$ cat src/rtl/seven_seg_scan_driver.sv
// seven_seg_scan_driver: multiplexed common-anode 7-segment scan driver.
// Shadows packed 4-bit digits at frame boundaries so a frame never tears,
// decodes full hex, and optionally blanks leading zeros.
// Optional feature macro: SEG_BLINK_EN (adds a blink input and a frame counter).
module seven_seg_scan_driver #(
  parameter int unsigned DIGITS   = 4,
  parameter int unsigned SCAN_DIV = 50
) (
  input  logic                  clk,
  input  logic                  rst_n,
  input  logic                  load,
  input  logic [4*DIGITS-1:0]   value,
  input  logic                  blank_lz,
`ifdef SEG_BLINK_EN
  input  logic                  blink,
`endif
  output logic [6:0]            seg,
  output logic [DIGITS-1:0]     an,
  output logic                  frame_done
);

  localparam int unsigned PW = (SCAN_DIV > 1) ? $clog2(SCAN_DIV) : 1;
  localparam int unsigned IW = (DIGITS > 1) ? $clog2(DIGITS) : 1;
  localparam int unsigned VW = 4 * DIGITS;

  localparam logic [PW-1:0] PRESC_LAST = PW'(SCAN_DIV - 1);
  localparam logic [IW-1:0] IDX_LAST   = IW'(DIGITS - 1);
  localparam logic [6:0]    SEG_OFF    = 7'h7F;

  logic [PW-1:0]     presc_q, presc_d;
  logic [IW-1:0]     idx_q, idx_d;
  logic [VW-1:0]     hold_q, hold_d;
  logic              pend_q, pend_d;
  logic [VW-1:0]     shadow_q, shadow_d;
  logic              frame_done_q, frame_done_d;
  logic [6:0]        seg_q, seg_d;
  logic [DIGITS-1:0] an_q, an_d;
`ifdef SEG_BLINK_EN
  logic [5:0]        frame_cnt_q, frame_cnt_d;
`endif

  logic              tc_c;
  logic              boundary_c;
  logic              zero_run_c;
  logic              cur_blank_c;
  logic [3:0]        cur_digit_c;

  // Active-low {g,f,e,d,c,b,a} hex decode.
  function automatic logic [6:0] hex_to_seg(input logic [3:0] d);
    logic [6:0] s;
    case (d)
      4'h0:    s = 7'h40;
      4'h1:    s = 7'h79;
      4'h2:    s = 7'h24;
      4'h3:    s = 7'h30;
      4'h4:    s = 7'h19;
      4'h5:    s = 7'h12;
      4'h6:    s = 7'h02;
      4'h7:    s = 7'h78;
      4'h8:    s = 7'h00;
      4'h9:    s = 7'h10;
      4'hA:    s = 7'h08;
      4'hB:    s = 7'h03;
      4'hC:    s = 7'h46;
      4'hD:    s = 7'h21;
      4'hE:    s = 7'h06;
      default: s = 7'h0E;
    endcase
    return s;
  endfunction

  // Scan timing, capture/shadow handoff and registered display outputs.
  always_comb begin
    presc_d      = presc_q;
    idx_d        = idx_q;
    hold_d       = hold_q;
    pend_d       = pend_q;
    shadow_d     = shadow_q;
    frame_done_d = 1'b0;
    seg_d        = SEG_OFF;
    an_d         = '1;
    zero_run_c   = 1'b1;
    cur_blank_c  = 1'b0;
    cur_digit_c  = 4'h0;
`ifdef SEG_BLINK_EN
    frame_cnt_d  = frame_cnt_q;
`endif

    tc_c       = (presc_q == PRESC_LAST);
    boundary_c = tc_c && (idx_q == IDX_LAST);

    presc_d = tc_c ? '0 : presc_q + PW'(1);
    if (tc_c) begin
      idx_d = (idx_q == IDX_LAST) ? '0 : idx_q + IW'(1);
    end

    // A load on the boundary itself bypasses hold and goes straight to shadow.
    if (boundary_c) begin
      if (load) begin
        shadow_d = value;
        hold_d   = value;
        pend_d   = 1'b0;
      end else if (pend_q) begin
        shadow_d = hold_q;
        pend_d   = 1'b0;
      end
    end else if (load) begin
      hold_d = value;
      pend_d = 1'b1;
    end

    frame_done_d = boundary_c;

    // Walk digits from the most significant down, tracking the zero run.
    for (int k = int'(DIGITS) - 1; k >= 0; k--) begin
      zero_run_c = zero_run_c && (shadow_q[4*k +: 4] == 4'h0);
      if (idx_q == IW'(k)) begin
        cur_digit_c = shadow_q[4*k +: 4];
        cur_blank_c = blank_lz && zero_run_c && (k > 0);
        an_d[k]     = 1'b0;
      end
    end

    seg_d = hex_to_seg(cur_digit_c);
    if (cur_blank_c) begin
      seg_d = SEG_OFF;
      an_d  = '1;
    end

`ifdef SEG_BLINK_EN
    if (boundary_c) begin
      frame_cnt_d = frame_cnt_q + 6'd1;
    end
    if (blink && frame_cnt_q[5]) begin
      seg_d = SEG_OFF;
      an_d  = '1;
    end
`endif
  end

  // State and output registers.
  always_ff @(posedge clk or negedge rst_n) begin
    if (!rst_n) begin
      presc_q      <= '0;
      idx_q        <= '0;
      hold_q       <= '0;
      pend_q       <= 1'b0;
      shadow_q     <= '0;
      frame_done_q <= 1'b0;
      seg_q        <= SEG_OFF;
      an_q         <= '1;
`ifdef SEG_BLINK_EN
      frame_cnt_q  <= '0;
`endif
    end else begin
      presc_q      <= presc_d;
      idx_q        <= idx_d;
      hold_q       <= hold_d;
      pend_q       <= pend_d;
      shadow_q     <= shadow_d;
      frame_done_q <= frame_done_d;
      seg_q        <= seg_d;
      an_q         <= an_d;
`ifdef SEG_BLINK_EN
      frame_cnt_q  <= frame_cnt_d;
`endif
    end
  end

  assign seg        = seg_q;
  assign an         = an_q;
  assign frame_done = frame_done_q;

endmodule
$ cat config.mk
export PLATFORM = sky130hd
export DESIGN_NAME = seven_seg_scan_driver
export DESIGN_NICKNAME = d
export VERILOG_FILES = /design/src/rtl/seven_seg_scan_driver.sv
export SDC_FILE = /design/constraint.sdc
export NUM_CORES = 1
export LEC_CHECK = 0
export BUFFER_PORTS_ARGS = -buffer_cell sky130_fd_sc_hd__buf_4
export CAP_MARGIN = 5
export CORE_UTILIZATION = 29
export DETAILED_ROUTE_END_ITERATION = 8
export SYNTH_ARGS = -nofsm -noshare
export SYNTH_HDL_FRONTEND = slang
export SYNTH_SLANG_ARGS = --single-unit
export TNS_END_PERCENT = 5
$ cat constraint.sdc
create_clock -name clk -period 3.05 [get_ports clk]
set_input_delay 0.305 -clock clk [delete_from_list [all_inputs] [get_ports clk]]
set_output_delay 0.305 -clock clk [all_outputs]
set_load 0.02 [all_outputs]
==> run_results.csv <==
group,metric,value,unit
outcome,outcome,"finished clean",
cts,cts_buffers,5,
cts,cts_root_buffer,"clkbuf_8",
yosys,synth-seq-cells,53,
yosys,avgSynthCellArea,13.2,um2
pwr,power_frac_comb,5.2,%
pwr,clkPwrFrac,37.4,%
pwr,p_int,1.01,mW
setup_path,r2r_end,"seg[1]",
detailed_routing,routedWlPerCell,13.5,um
sta,fin_crit_sh,86.5,%
floorplan,fp-row-count,33,
cells_and_area,syn_to_final_growth,16.4,%
global_route,overflow,0,
cts,cts_tree,"yes",
floorplan,die_area,9210,um2
setup_path,critPathLaunchType,"register",
cts,clk_pin_slew_worst_paths,0.10,ns
global_route,grt_max_degree,54,
yosys,synthFlopType,"dfrtp_1",
pwr,total_power,1.27,mW
detailed_routing,routed_wl,4470,um
setup_path,ff2ff_setup_slack,0.41,ns
setup_path,worstSetupPathType,"register to register",
yosys,async_flop_share,100,%
sta,grt_setup_unrepaired,"no",
setup_path,path_max_fanout,13,
global_route,gr-usage-all-layers,10.9,%
setup_path,cp.required,3.29,ns
cells_and_area,seqCellArea,1340,um2
placement,hpwl,3320,um
cells_and_area,final_cell_mix,"42 x dfrtp_1, 33 x mux2_2, 33 x buf_4, 14 x ha_1, 13 x nand2_1",
cells_and_area,antenna_cells,0,
pwr,p_leak,1.37,nW
sta,hold_viol_final,0,
setup_path,rr_worst_depth,9,
cells_and_area,drive_above_1_share,42.7,%
floorplan,io_pins,32,
detailed_routing,post-route-drc-count,0,
sta,skew,0.0107,ns
detailed_routing,vias,1564,
yosys,yosys.cell_types.count,44,
pwr,netSwitchingFraction,20.7,%
pwr,pwr-share-seq,57.4,%
detailed_routing,viasPerCell,4.71,
yosys,netlist_area,2560,um2
sta,slew_violations,0,
cts,insertion_delay,0.30,ns
cts,post_cts_resized,0,
setup_path,critPathArrivalTime,2.88,ns
setup_path,crit_path_end_kind,"register",
cts,clk_path_buf_depth,2,
sta,max_freq,0.379,GHz
sta,slew_headroom,56.0,%
placement,port_buffers,31,
cells_and_area,nFillCells,834,
floorplan,die_y,96.0,um
placement,place_congestion,0.852,
yosys,yosys_warnings,0,
yosys,synth_edf_count,0,
detailed_routing,drt_iter0_markers,102,
yosys,syn_nets,228,
global_route,grt_pass1_wl,7600,um
global_route,grt_pass1_vias,1549,
pwr,p_sw,0.263,mW
floorplan,fp.dieW,96.0,um
cts,cts_max_level,2,
cts,cts.sinks,53,
detailed_routing,drtAntennaViolNets,0,
yosys,yosysSeqAreaShare,52.3,%
worst_hold_path,hold_class,"primary input to async pin",
floorplan,coreArea,8380,um2
setup_path,r2r_start,"idx_q[1]",
cts,cts_setup_buffers,0,
detailed_routing,dr.pass1.iters,4,
sta,finalSetupTns,0,ns
cells_and_area,layout_commonest_cell,"dfrtp_1",
run,maxCapViolations,0,
cells_and_area,multi_input_area,1110,um2
sta,fin_crit,2.64,ns
cts,hold_buffers,0,
yosys,netlist_instances,194,
global_route,antenna_found_initial,0,
floorplan,initial_utilization,30.5,%
pwr,max-vdd-ir-drop,0.229,mV
sta,worst_pin_slew,0.660,ns
sta,setup_viol,0,
pwr,p_per_area,426,nW/um2
cells_and_area,final_nets,260,
-- state kept, by name, summed over array words and instances (netlist names) --
register	count
shadow_q	16
seg	7
pend_q	1
hold_q	16
frame_done	1
an	4
presc_q	6
idx_q	2
-- kinds of logic (layout without fill, tap and decap cells) --
| family | after synthesis | after routing | synth area share (%) |
|---|---|---|---|
| AOI/OAI and AO/OA | 26 | 26 | 8.55 |
| xor gates and xnor gates | 3 | 3 | 1.03 |
| adders and majority gates | 14 | 14 | 6.84 |
| buffers and inverters | 19 | 52 | 4.40 |
| DFF | 53 | 53 | 52.3 |
| muxes | 39 | 39 | 17.1 |
| and+or+nand+nor | 40 | 40 | 9.78 |
-- per-stage QoR --
stage / setup slack (ns) / hold slack (ns) / cells / utilization [%] / cell area, um2
floorplan: 0.767 / 0.00941 / 194 / - / 2560
global route: 0.156 / 0.0624 / 332 / 35.5 / 2980
finish: 0.412 / 0.0114 / 332 / 35.5 / 2980
global placement: 0.542 / 0.381 / 324 / 34.2 / 2870
CTS: 0.394 / 0.0478 / 332 / 35.5 / 2980
detailed placement: 0.418 / 0.387 / 324 / 34.2 / 2870
-- area by class of cell --
class | count | share of cell area [%]
multi-input combinational | 122 | 37.2
clock inverter | 2 | 1.30
tap | 105 | 4.41
inverter | 11 | 1.39
timing repair buffer | 33 | 8.32
clock buffer | 6 | 2.44
sequential | 53 | 45.0
-- cell usage after synthesis (3+ instances only) --
master / number / area (um2)
dfstp_2: 11 / 289
ha_1: 14 / 175
mux2i_1: 5 / 50.1
nor2_1: 8 / 30.0
inv_1: 11 / 41.3
a21oi_1: 3 / 15.0
mux2_2: 33 / 372
buf_4: 4 / 30.0
nand2_1: 13 / 48.8
o21ai_0: 6 / 30.0
nand3_1: 4 / 20.0
dfrtp_1: 42 / 1050
-- worst max-delay path by stage --
stage / end / depth (start not counted) / from
after CTS: seg[1] / 9 / idx_q[0]
after global routing: seg[1] / 9 / idx_q[0]
final: seg[1] / 9 / idx_q[1]
after detailed placement: seg[1] / 9 / idx_q[0]
after floorplan: seg[3] / 10 / idx_q[1]
after global placement: seg[1] / 9 / idx_q[0]
-- power by group through the flow --
stage	Clock, mW	Combinational (mW)	Sequential [mW]
2_1_floorplan	0	0.0309	0.740
3_3_place_gp	0	0.0688	0.741
3_5_place_dp	0	0.0695	0.742
4_1_cts	0.494	0.0700	0.729
5_1_grt	0.524	0.0751	0.731
6_report	0.475	0.0665	0.728
-- routing by layer --
layer	vias to the layer above	global-route usage, %	routed length [um]
met1	794	14.3	2060
met3	7	2.61	142
met2	22	17.6	2210
met4	0	3.86	61
met5	-	0	0
li1	741	-	-
-- critical path, cell delays in order, from the launching register on --
cell and delay, ns:
dfrtp_1 0.38, inv_1 0.09, ha_1 0.33, nand4bb_1 0.25, a32oi_1 0.55, inv_1 0.21
ha_1 0.35, o21ai_1 0.07, mux2_2 0.28, nand2_1 0.07
(Power assumes the default switching activity.)
